`src/rtl/drm_activator_bus_master.sv`:
```
// Bit-serial slave-bus master for the DRM activator: word commands become
// four-phase, one-bit-per-handshake bus levels carried as AXI4-Stream snapshots.
module drm_activator_bus_master #(
  parameter int DATA_WIDTH     = 32,
  parameter int TIMEOUT_CYCLES = 1024
) (
  input  logic                  drm_aclk,
  input  logic                  drm_arstn,
  input  logic                  cmd_valid,
  output logic                  cmd_ready,
  input  logic                  cmd_we,
  input  logic [1:0]            cmd_adr,
  input  logic [DATA_WIDTH-1:0] cmd_wdata,
  output logic                  rsp_valid,
  input  logic                  rsp_ready,
  output logic [DATA_WIDTH-1:0] rsp_rdata,
  output logic                  rsp_sta,
  output logic                  rsp_timeout,
  output logic                  intr,
  output logic                  m_tvalid,
  input  logic                  m_tready,
  output logic [31:0]           m_tdata,
  input  logic                  s_tvalid,
  output logic                  s_tready,
  input  logic [31:0]           s_tdata
);

  localparam int IDXW = (DATA_WIDTH > 1) ? $clog2(DATA_WIDTH) : 1;
  localparam int PHW  = (TIMEOUT_CYCLES > 0) ? $clog2(TIMEOUT_CYCLES + 1) : 1;
  localparam int TOM1 = (TIMEOUT_CYCLES > 0) ? TIMEOUT_CYCLES - 1 : 0;
  localparam bit TIMEOUT_EN = (TIMEOUT_CYCLES > 0);
  localparam logic [IDXW-1:0] LAST_IDX    = IDXW'(DATA_WIDTH - 1);
  localparam logic [PHW-1:0]  PHASE_LIMIT = PHW'(TOM1);

  typedef enum logic [1:0] {
    S_IDLE,
    S_REQ,
    S_REL,
    S_DONE
  } state_t;

  state_t                r_state, w_state;
  logic                  r_run;
  logic                  r_we, w_we;
  logic [1:0]            r_adr, w_adr;
  logic [DATA_WIDTH-1:0] r_wdata, w_wdata;
  logic [IDXW-1:0]       r_idx, w_idx, w_nextIdx;
  logic [PHW-1:0]        r_phase, w_phase, w_phaseSat;
  logic [31:0]           r_mdata, w_mdata;
  logic [DATA_WIDTH-1:0] r_rdata, w_rdata;
  logic                  r_sta, w_sta;
  logic                  r_timeout, w_timeout;
  logic                  r_intr, w_intr;
  logic                  w_beat;
  logic                  w_phaseHit;
  logic                  w_unused;

  // Bus level snapshot: CS and CYC always move together.
  function automatic logic [31:0] f_level(input logic sel, input logic [1:0] adr,
                                          input logic we, input logic dat);
    f_level = {26'd0, sel, sel, adr, we, dat};
  endfunction

  assign w_unused = ^{m_tready, s_tdata[31:4]};
  assign w_beat   = s_tvalid & r_run;

  always_ff @(posedge drm_aclk or negedge drm_arstn) begin
    if (!drm_arstn) r_state <= S_IDLE;
    else            r_state <= w_state;
  end

  always_comb begin
    w_state    = r_state;
    w_we       = r_we;
    w_adr      = r_adr;
    w_wdata    = r_wdata;
    w_idx      = r_idx;
    w_phase    = r_phase;
    w_mdata    = r_mdata;
    w_rdata    = r_rdata;
    w_sta      = r_sta;
    w_timeout  = r_timeout;
    w_intr     = r_intr;
    w_nextIdx  = r_idx + IDXW'(1);
    w_phaseSat = (r_phase == {PHW{1'b1}}) ? r_phase : r_phase + PHW'(1);
    w_phaseHit = TIMEOUT_EN && (r_phase == PHASE_LIMIT);

    if (w_beat) w_intr = s_tdata[2];

    case (r_state)
      S_IDLE: begin
        if (cmd_valid && r_run) begin
          w_we      = cmd_we;
          w_adr     = cmd_adr;
          w_wdata   = cmd_wdata;
          w_idx     = '0;
          w_phase   = '0;
          w_rdata   = '0;
          w_sta     = 1'b0;
          w_timeout = 1'b0;
          w_mdata   = f_level(1'b1, cmd_adr, cmd_we, cmd_wdata[0]);
          w_state   = S_REQ;
        end
      end
      S_REQ: begin
        if (w_beat && s_tdata[3]) begin
          w_rdata[r_idx] = s_tdata[0];
          w_sta          = r_sta | s_tdata[1];
          w_mdata        = f_level(1'b0, r_adr, r_we, 1'b0);
          w_phase        = '0;
          w_state        = S_REL;
        end else if (w_phaseHit) begin
          w_timeout = 1'b1;
          w_mdata   = '0;
          w_state   = S_DONE;
        end else begin
          w_phase = w_phaseSat;
        end
      end
      S_REL: begin
        if (w_beat && !s_tdata[3]) begin
          if (r_idx == LAST_IDX) begin
            w_mdata = '0;
            w_state = S_DONE;
          end else begin
            w_idx   = w_nextIdx;
            w_mdata = f_level(1'b1, r_adr, r_we, r_wdata[w_nextIdx]);
            w_phase = '0;
            w_state = S_REQ;
          end
        end else if (w_phaseHit) begin
          w_timeout = 1'b1;
          w_mdata   = '0;
          w_state   = S_DONE;
        end else begin
          w_phase = w_phaseSat;
        end
      end
      S_DONE: begin
        if (rsp_ready) w_state = S_IDLE;
      end
      default: w_state = S_IDLE;
    endcase
  end

  // r_run holds both streams off until the first clock after reset release.
  always_ff @(posedge drm_aclk or negedge drm_arstn) begin
    if (!drm_arstn) begin
      r_run     <= 1'b0;
      r_we      <= 1'b0;
      r_adr     <= '0;
      r_wdata   <= '0;
      r_idx     <= '0;
      r_phase   <= '0;
      r_mdata   <= '0;
      r_rdata   <= '0;
      r_sta     <= 1'b0;
      r_timeout <= 1'b0;
      r_intr    <= 1'b0;
    end else begin
      r_run     <= 1'b1;
      r_we      <= w_we;
      r_adr     <= w_adr;
      r_wdata   <= w_wdata;
      r_idx     <= w_idx;
      r_phase   <= w_phase;
      r_mdata   <= w_mdata;
      r_rdata   <= w_rdata;
      r_sta     <= w_sta;
      r_timeout <= w_timeout;
      r_intr    <= w_intr;
    end
  end

  assign cmd_ready   = r_run && (r_state == S_IDLE);
  assign rsp_valid   = (r_state == S_DONE);
  assign rsp_rdata   = r_rdata;
  assign rsp_sta     = r_sta;
  assign rsp_timeout = r_timeout;
  assign intr        = r_intr;
  assign m_tvalid    = r_run;
  assign s_tready    = r_run;
  assign m_tdata     = r_mdata;

endmodule

```
`config.mk`:
```
export PLATFORM = sky130hd
export DESIGN_NAME = drm_activator_bus_master
export DESIGN_NICKNAME = d
export VERILOG_FILES = /design/src/rtl/drm_activator_bus_master.sv
export SDC_FILE = /design/constraint.sdc
export NUM_CORES = 1
export LEC_CHECK = 0
export CORE_MARGIN = 2
export CORE_UTILIZATION = 41
export DETAILED_ROUTE_END_ITERATION = 12
export PLACE_DENSITY = 0.69
export SLEW_MARGIN = 20
export SYNTH_ARGS = -nofsm -noshare
export SYNTH_HDL_FRONTEND = slang
export SYNTH_SLANG_ARGS = --single-unit
```
`constraint.sdc`:
```
create_clock -name drm_aclk -period 2.4 [get_ports drm_aclk]
set_input_delay 0.48 -clock drm_aclk [delete_from_list [all_inputs] [get_ports drm_aclk]]
set_output_delay 0.48 -clock drm_aclk [all_outputs]
set_load 0.03 [all_outputs]
```
# Yosys cells after proc, flatten, opt, wreduce, memory -nomap -nowiden
# Cells that the tools add are included.
# classes
addsub	2
multipliers	0
div	0
order_cmp	3
eq_ne	14
n_shift	0
mux	39
bitwise_logic	2
reduce_logical	17
# op_table
cell	n
32-bit 2-to-1 mux	6
32-bit case mux with 3 select lines	1
11-bit 2-to-1 mux	6
32-bit case mux with 2 select lines	1
11-bit case mux with 3 select lines	1
32-bit bitwise mux	1
5-bit 2-to-1 mux	3
5-bit by 6-bit less-than comparator with 1-bit output, second input constant	2
2-bit 2-to-1 mux	6
2-bit != test, second input constant	6
11-bit by 1-bit adder with 11-bit output, second input constant	1
11-bit by 10-bit equality test with 1-bit output, second input constant	1
11-bit equality test, second input constant	1
5-bit case mux with 2 select lines	1
2-bit case mux with 4 select lines	1
4-bit AND reduction	2
1-bit 2-to-1 mux	7
6-bit 2-to-1 mux	1
2-bit AND reduction	3
3-bit AND reduction	2
5-bit by 1-bit adder with 5-bit output, second input constant	1
1-bit binary-select mux with 5-bit select	1
1-bit demux with 5-bit select	1
5-bit equality test, second input constant	1
other kinds (14)	20
# word_totals
regBits	121
latchBits	0
ramBits	0
rom_bits	0
output_inout_bits	71
wordCells	89
memories	0

# Longest topological paths before layout
# Gate-level depths: netlist of run 1.
# logic_depth
word_depth	7
ltp_mapped	9
mapped_depth_nobuf	7

# Least setup slack after synthesis of run 1
# No wires, ideal clock.
# synth_path
path_type	register -> register
start	register r_idx[0]
end	register r_mdata[0] (netlist: m_tdata[0])
t_arrival_ns	2.048
setup_slack_ns	0.220
stages_incl_launch_ff	10
n_path_buf	2
synth_period_minus_slack_ns	2.180
cell_sequence	dfrtp_1 > buf_6 > inv_1 > ha_1 > clkbuf_2 > mux4_1 > and2b_1 > a2111oi_2 > a311o_2 > o221ai_2
# synth_between
elab_chain_cells	6
word_cells_on_any_way	7
# synth_lines
item	line	text
start, declared	47	logic [IDXW-1:0] r_idx, w_idx, w_nextIdx;
start signal, assigned	165	r_idx <= w_idx;
5-bit by 1-bit adder with 5-bit output	84	w_nextIdx = r_idx + IDXW'(1);
1-bit binary-select mux with 5-bit select	127	w_mdata = f_level(1'b1, r_adr, r_we, r_wdata[w_nextIdx]);
1-bit 2-to-1 mux (not written as such)	127	
6-bit 2-to-1 mux *	122	if (r_idx == LAST_IDX) begin
32-bit 2-to-1 mux *	121	if (w_beat && !s_tdata[3]) begin
32-bit case mux with 3 select lines *	90	case (r_state)
end signal, assigned	167	r_mdata <= w_mdata;
end, declared	49	logic [31:0] r_mdata, w_mdata;
# Every way passes the cells marked *; elsewhere a longest branch is shown, timed or not. The select of a mux whose other input is x is not followed.
# A chain may end at the register's enable or synchronous reset.

# Worst setup path after layout of run 1
# layout_path
start	register r_state[1]
end	output port cmd_ready
# layout_between
elab_chain_cells	2
# layout_lines
item	line	text
start, declared	42	state_t r_state, w_state;
start signal, assigned	69	else r_state <= w_state;
2-bit logical NOT	175	assign cmd_ready = r_run && (r_state == S_IDLE);
1-bit logical AND	175	
end, declared	10	output logic cmd_ready,
# Every way passes these cells.

==> metrics.md, run 1 <==
| Metric | Value |
|---|---|
| RR Endpoint | `rsp_rdata[29]$_DFFE_PN0P_` |
| Initial Utilization | `0.423` |
| Wire length per cell | `15.8 um` |
| Met1 GRT Util | `0.235` |
| Die ar. | `14700 um2` |
| Status | `finished, final reports clean` |
| Slowest Stage Delay on Critical Path | `420 ps` |
| Clock root buffer | `clkbuf_16` |
| Hold_buf cts | `0` |
| Final min period | `2270 ps` |
| Final hold vios | `0` |
| Post-Syn Area | `5640 um2` |
| N_diodes | `0` |
| Total GRT Usage | `0.182` |
| IO buf count | `114` |
| Num CTS Buffers | `17` |
| Critical-path maximum fanout | `8` |
| Area grow syn2layout | `34.8%` |
| H-tree Lvls | `4` |
| Kind of critical path | `register to output pin` |
| Seq/Total Area, Yosys | `0.537` |
| Clk Latency, worst-skew pair | `410 ps` |
| DP Worst Slack | `-33.6 ps` |
| Met2 Use GR | `0.288` |
| Syn nets | `568` |
| Setup Fix Bufs, Post-CTS | `0` |
| First-pass GRT wire length | `20.7 mm` |
| CP max stage cell | `dfrtp_1` |
| Via count | `4037` |
| Clock Path Buffers | `2` |
| Row Count | `42` |
| Post-DR vias/cell | `5.07` |
| Die W | `121 um` |
| FF-to-FF Start | `r_state[1]$_DFFE_PN0P_` |
| Initial antenna violation count | `0` |
| Post-synth EDFFs | `0` |
| Final count of pins violating max slew | `0` |
| #FFs+latches synth | `121` |
| Maxcap violations | `0` |
| Synth unique cells | `63` |
| Clock skew | `11.4 ps` |
| Final ANT Viol Nets | `0` |
| Vias in the first global route | `4168` |
| Setup slack, reg-to-reg | `240 ps` |
| Power Total | `7.40 mW` |
| VDD IR max | `475 uV` |
| Unrepaired setup endpoints after global routing | `no` |
| Post-Route WL | `12.6 mm` |
| Reg2Reg Depth | `8` |
| Critical Path RT | `1920 ps` |
| Power Density | `973 nW/um2` |
| Setup crit end kind | `output pin` |
| Dominant synthesized flop cell | `dfrtp_1` |
| Max Clock Freq | `440 MHz` |
| Worst-path cell chain | `inv_1, ha_2, and2_1, dlygate4sd2_1` |
| Syn avg cell area | `11.7 um2` |
| Post-route cell area | `7600 um2` |
| CTS Sinks | `121` |
| Placed Area | `7050 um2` |
| Share of cells above drive strength 1 | `0.168` |
| Pin count of the biggest net entering global routing | `47` |
| Post-synth top area cell | `dfrtp_1` |
| Iter 0 DRT Violations | `204` |
| Startpoint Class | `register` |
| Leakage Power | `3.46 nW` |
| Top-level I/O count | `144` |
| Synth top area share | `0.537` |
| Final hold slack | `83.8 ps` |
| Relative slew slack | `0.578` |
| Final Core Density | `0.570` |
| Most frequent cells in the layout | `dfrtp_1, clkdlybuf4s50_1, nand2_1, mux2_2, mux2i_1` |
| Period utilization | `0.946` |
| Global route hottest layer | `met2` |
| Die height | `121 um` |
| Met3 GRT Util | `0.0559` |
| CTS tree | `built` |
| Std-Cell Core Area | `13300 um2` |
| Arrival time worst endpoint | `1790 ps` |
| GRT Residual Overflow | `0` |
| DR pass1 iterations | `4` |
| Reg clk slew, reported paths | `50 ps` |
| Synthesized instance count | `484` |
| Final HPWL DP | `8.87 mm` |
| Commonest non-fill, non-tap cell in the layout | `dfrtp_1` |
| Yosys warns | `0` |
| Largest cells by area after synthesis | `dfrtp_1, mux2_2, mux2i_1` |
| Least-Margin Pin Slew | `633 ps` |
| Setup violations, final | `0` |
| DRC | `0` |
| # nets final | `693` |
| FFs w/ async S/R, synth | `1.00` |
| PnR worst setup slack | `130 ps` |
| Hold Crit Class | `input pin to asynchronous set/reset pin` |
| Placer Congestion | `0.815` |
flip-flops by register name (all words and copies together) (netlist names), 2 cells and up:
signal	count
r_wdata	32
r_adr	2
r_idx	5
rsp_rdata	32
r_state	2
r_phase	11
m_tdata	32
worst max-delay path: cells and delay by family (launching register included):
| family | cells | cell delay [ps] |
|---|---|---|
| AND/OR/NAND/NOR | 1 | 140 |
| flip-flops | 1 | 420 |
| adder cells (fa/ha/maj) | 1 | 290 |
| buffers and inverters | 2 | 540 |
cell usage after synthesis, types with 3 or more instances:
cell type and n:
xnor2_1 3, inv_1 5, dfrtp_1 121, nor2b_1 3, nand3_1 11, and3_1 3, mux4_1 5, clkbuf_1 16
nor3b_1 3, o31ai_1 3, buf_2 5, o21ai_0 7, nor2_1 25, mux4_2 3, and2_1 32, ha_1 11
a21oi_1 13, nand2_1 82, nor3_1 7, mux2i_1 36, mux2_2 37, xor2_1 4
layout make-up:
cell class | count | area [um2]
Timing Repair Buffer | 132 | 1300
Fill cell | 1158 | 5750
Inverter | 5 | 18.8
Clock buffer | 22 | 474
Sequential cell | 121 | 3030
Clock inverter | 8 | 72.6
Tap cell | 176 | 220
Multi-Input combinational cell | 332 | 2490
worst max path at each step:
stage	startpoint	to	slack, ps
3_3_place_gp	s_tdata[3]	r_phase[0]$_DFFE_PN0P_	40
3_5_place_dp	s_tdata[3]	r_phase[1]$_DFFE_PN0P_	-30
6_report	r_state[1]$_DFFE_PN0P_	cmd_ready	130
5_1_grt	r_state[1]$_DFFE_PN0P_	cmd_ready	30
4_1_cts	r_state[1]$_DFFE_PN0P_	cmd_ready	100
2_1_floorplan	r_idx[0]$_DFFE_PN0P_	m_tdata[0]$_DFFE_PN0P_	220
per-stage QoR:
| step | setup TNS [ps] | cells |
|---|---|---|
| floorplan | 0 | 484 |
| global placement | 0 | 766 |
| detailed placement | -169 | 766 |
| CTS | 0 | 796 |
| global route | 0 | 796 |
| finish | 0 | 796 |
power by group:
part / leakage, nW / internal [mW] / total [mW] / switching (mW)
Sequential: 1.59 / 2.47 / 2.70 / 0.231
Combinational: 1.60 / 1.08 / 2.34 / 1.26
Clock: 0.264 / 1.48 / 2.35 / 0.871
per-layer routing:
layer | vias to the layer above | share of wire
met5 | - | 0
met4 | 0 | 0.015
met2 | 99 | 0.49
li1 | 1940 | -
met3 | 17 | 0.049
met1 | 1981 | 0.45
what timing repair did:
item	CTS	global route
resized for setup	2	1
pin swaps	0	0
endpoints found under the hold margin	0	0
setup endpoints to repair	1	2
cells by family (layout without fill, tap and decap cells):
group | count (synthesis) | after routing | synth area share
DFF | 121 | 121 | 0.537
xor gates and xnor gates | 8 | 8 | 0.0157
muxes | 82 | 82 | 0.175
AOI/OAI and AO/OA | 45 | 45 | 0.0610
and+or+nand+nor | 185 | 185 | 0.163
buffers and inverters | 31 | 167 | 0.0240
other | 1 | 1 | 0.000665
adders and majority gates | 11 | 11 | 0.0244
Power figures use the tool's default switching activity.
==> run 2, diff against run 1 <==
--- a/config.mk
+++ b/config.mk
@@ -8,7 +8,9 @@
 export CORE_MARGIN = 2
 export CORE_UTILIZATION = 41
 export DETAILED_ROUTE_END_ITERATION = 12
-export PLACE_DENSITY = 0.69
+export DONT_BUFFER_PORTS = 1
+export PLACE_DENSITY = 0.6
+export SETUP_SLACK_MARGIN = 0.02
 export SLEW_MARGIN = 20
 export SYNTH_ARGS = -nofsm -noshare
 export SYNTH_HDL_FRONTEND = slang
==> run 2 against run 1 <==
The flow now finishes with violations (negative hold slack). Sequential power is 7% higher. Utilization is 8.2 points lower. Die area stayed put. Total power hardly changed. Global-route usage is 0.61 points lower. Clock-buffer cell count down 4. Flip-flop and latch count unchanged. Non-clock buffer count fell by 113. Critical endpoint is now m_tdata[0]$_DFFE_PN0P_. Largest cell class unchanged.
==> metrics.md, run 2 (same netlist as run 1, synthesis figures left out) <==
| Metric | Value |
|---|---|
| Delay-heaviest family, CP | `compound AO/OA/AOI/OAI gates` |
| Final hold vios | `121 (+121)` |
| Share of cells above drive strength 1 | `0.216 (+0.0484)` |
| Pin count of the biggest net entering global routing | `122 (+160%)` |
| Clock skew | `4.92 ps (-6.49 ps)` |
| Arrival time worst endpoint | `2430 ps (+640 ps)` |
| Setup crit end kind | `register` |
| Leakage Power | `3.07 nW (-11%)` |
| Setup slack, reg-to-reg | `260 ps (+20 ps)` |
| Setup Fix Bufs, Post-CTS | `0 (unchanged)` |
| VDD IR max | `643 uV (+36%)` |
| Commonest non-fill, non-tap cell in the layout | `dfrtp_1` |
| Failing checks | `negative hold slack` |
| Critical Path RT | `2690 ps (+770 ps)` |
| Final hold slack | `-232 ps (-316 ps)` |
| Hold Crit Class | `input pin to asynchronous set/reset pin` |
| Final Core Density | `0.488 (-0.0818)` |
| DR top layer | `met4` |
| Status | `complete, but fails checks` |
| IO buf count | `0 (-100%)` |
| Reg2Reg Depth | `7 (-1)` |
| Std-Cell Core Area | `13300 um2 (unchanged)` |
| Die height | `121 um (unchanged)` |
| Period utilization | `0.893 (-0.0528)` |
| Final min period | `2140 ps (-127 ps)` |
| CTS tree | `built` |
| CP startpoint | `r_idx[1]$_DFFE_PN0P_` |
| Post-DR vias/cell | `5.30 (+4.5%)` |
| Relative slew slack | `0.583 (+0.00575)` |
| First-pass GRT wire length | `19.7 mm (-5.0%)` |
| Via count | `3630 (-10%)` |
| CTS Sinks | `121 (unchanged)` |
| Clk Latency, worst-skew pair | `410 ps (about the same)` |
| Least-Margin Pin Slew | `625 ps (-8.62 ps)` |
| Placer Congestion | `0.798 (-2.1%)` |
| RR Endpoint | `m_tdata[0]$_DFFE_PN0P_` |
| Sum Neg Setup Slack | `0 ps (unchanged)` |
| DR pass1 iterations | `4 (unchanged)` |
| Die W | `121 um (unchanged)` |
| Total GRT Usage | `0.176 (-0.00611)` |
| Num CTS Buffers | `17 (unchanged)` |
| Kind of critical path | `register to register` |
| Maxcap violations | `0 (unchanged)` |
| Clock Path Buffers | `2 (unchanged)` |
| Die ar. | `14700 um2 (unchanged)` |
| Setup violations, final | `0 (unchanged)` |
| GRT Residual Overflow | `0 (unchanged)` |
| Area grow syn2layout | `15.4%` |
| Clock root buffer | `clkbuf_16` |
| Startpoint Class | `register` |
| CP Depth | `7 (+3)` |
| Metal3 WL | `971 um (+59%)` |
| WP buf/inv | `1 (-1)` |
| Routed wl met2 | `5.67 mm (-8.0%)` |
| Most frequent cells in the layout | `dfrtp_1, nand2_1, mux2_2, mux2i_1, and2_1` |
| CP max stage cell | `ha_1` |
| Row Count | `42 (unchanged)` |
| Critical-path maximum fanout | `5 (-3)` |
| DRC | `0 (unchanged)` |
| Top-level I/O count | `144 (unchanged)` |
| Initial antenna violation count | `0 (unchanged)` |
| Vias in the first global route | `3803 (-8.8%)` |
| Initial Utilization | `0.423 (unchanged)` |
| Worst-path cell chain | `inv_1, ha_1, mux4_1, and2b_1, a2111oi_2, a311o_2, o221ai_2` |
| CP endpoint | `m_tdata[0]$_DFFE_PN0P_` |
| Final HPWL DP | `8.27 mm (-6.8%)` |
| Final count of pins violating max slew | `0 (unchanged)` |
| Met1 wire length | `5.24 mm (-6.2%)` |
| Max Clock Freq | `466 MHz (+5.9%)` |
| Iter 0 DRT Violations | `233 (+14%)` |
| FF-to-FF Start | `r_idx[1]$_DFFE_PN0P_` |
| Slowest Stage Delay on Critical Path | `410 ps (about the same)` |
| Reg clk slew, reported paths | `60 ps (about the same)` |
| H-tree Lvls | `4 (unchanged)` |
| Power Density | `1140 nW/um2 (+17%)` |
| Post-Route WL | `12.1 mm (-3.7%)` |
| # nets final | `580 (-16%)` |
| Final ANT Viol Nets | `0 (unchanged)` |
| Wire length per cell | `17.7 um (+12%)` |
| N_diodes | `0 (unchanged)` |
| Unrepaired setup endpoints after global routing | `no` |
==> run 2: cell count changes in the layout (fill, tap and decap cells not counted), moves of 2 or more <==
cell             before  now
and2_1               32   29
and2_2                0    3
buf_12                2    0
buf_4                17   19
bufinv_16             1    3
clkbuf_1              2    0
clkbuf_8              3    1
clkdlybuf4s50_1     112    0
clkinv_4              0    3
inv_6                 0    2
==> run 2: cell type report <==
type	instances	area [um2]
Fill cell	1238	6840
Sequential cell	121	3030
Multi-Input combinational cell	332	2490
Clock buffer	18	439
Tap cell	176	220
Clock inverter	14	171
Timing Repair Buffer	19	143
Inverter	5	18.8
==> run 2: metrics by stage <==
step | std cells | power (mW) | worst slack [ps] | cell area [um2] | hold WS, ps
CTS | 685 | 7.49 | 171 | 6500 | -256
floorplan | 484 | 4.29 | 220 | 5640 | 184
global route | 685 | 7.82 | 7.41 | 6510 | -259
finish | 685 | 7.39 | 256 | 6510 | -232
detailed placement | 653 | 4.86 | 190 | 5890 | 192
global placement | 653 | 4.77 | 210 | 5890 | 192
==> run 2: repair_timing <==
action | in CTS | in global routing
hold endpoints to repair | 121 | 121
resized for setup | 0 | 4
setup endpoints to repair | 0 | 16
==> run 2: per-layer routing <==
metal	vias up	global-route usage
met2	102	0.270
met4	0	0.0711
met1	1799	0.219
met5	-	0
li1	1714	-
met3	15	0.0766
==> run 2: power breakdown <==
group | switching (mW) | total (mW) | internal, mW | leakage, nW
clock network | 0.933 | 2.60 | 1.66 | 0.293
registers | 0.412 | 2.88 | 2.47 | 1.59
logic | 1.02 | 1.92 | 0.904 | 1.18
==> run 2: worst min path at each step <==
| stage | slack [ps] | cells after the start | start | to |
|---|---|---|---|---|
| 6_report | -230 | 0 | drm_arstn | r_phase[6]$_DFFE_PN0P_ |
| 5_1_grt | -260 | 0 | drm_arstn | r_phase[6]$_DFFE_PN0P_ |
| 4_1_cts | -260 | 0 | drm_arstn | r_phase[6]$_DFFE_PN0P_ |
| 3_5_place_dp | 190 | 0 | drm_arstn | r_phase[6]$_DFFE_PN0P_ |
| 3_3_place_gp | 190 | 0 | drm_arstn | r_phase[5]$_DFFE_PN0P_ |
| 2_1_floorplan | 180 | 0 | drm_arstn | intr$_DFFE_PN0P_ |
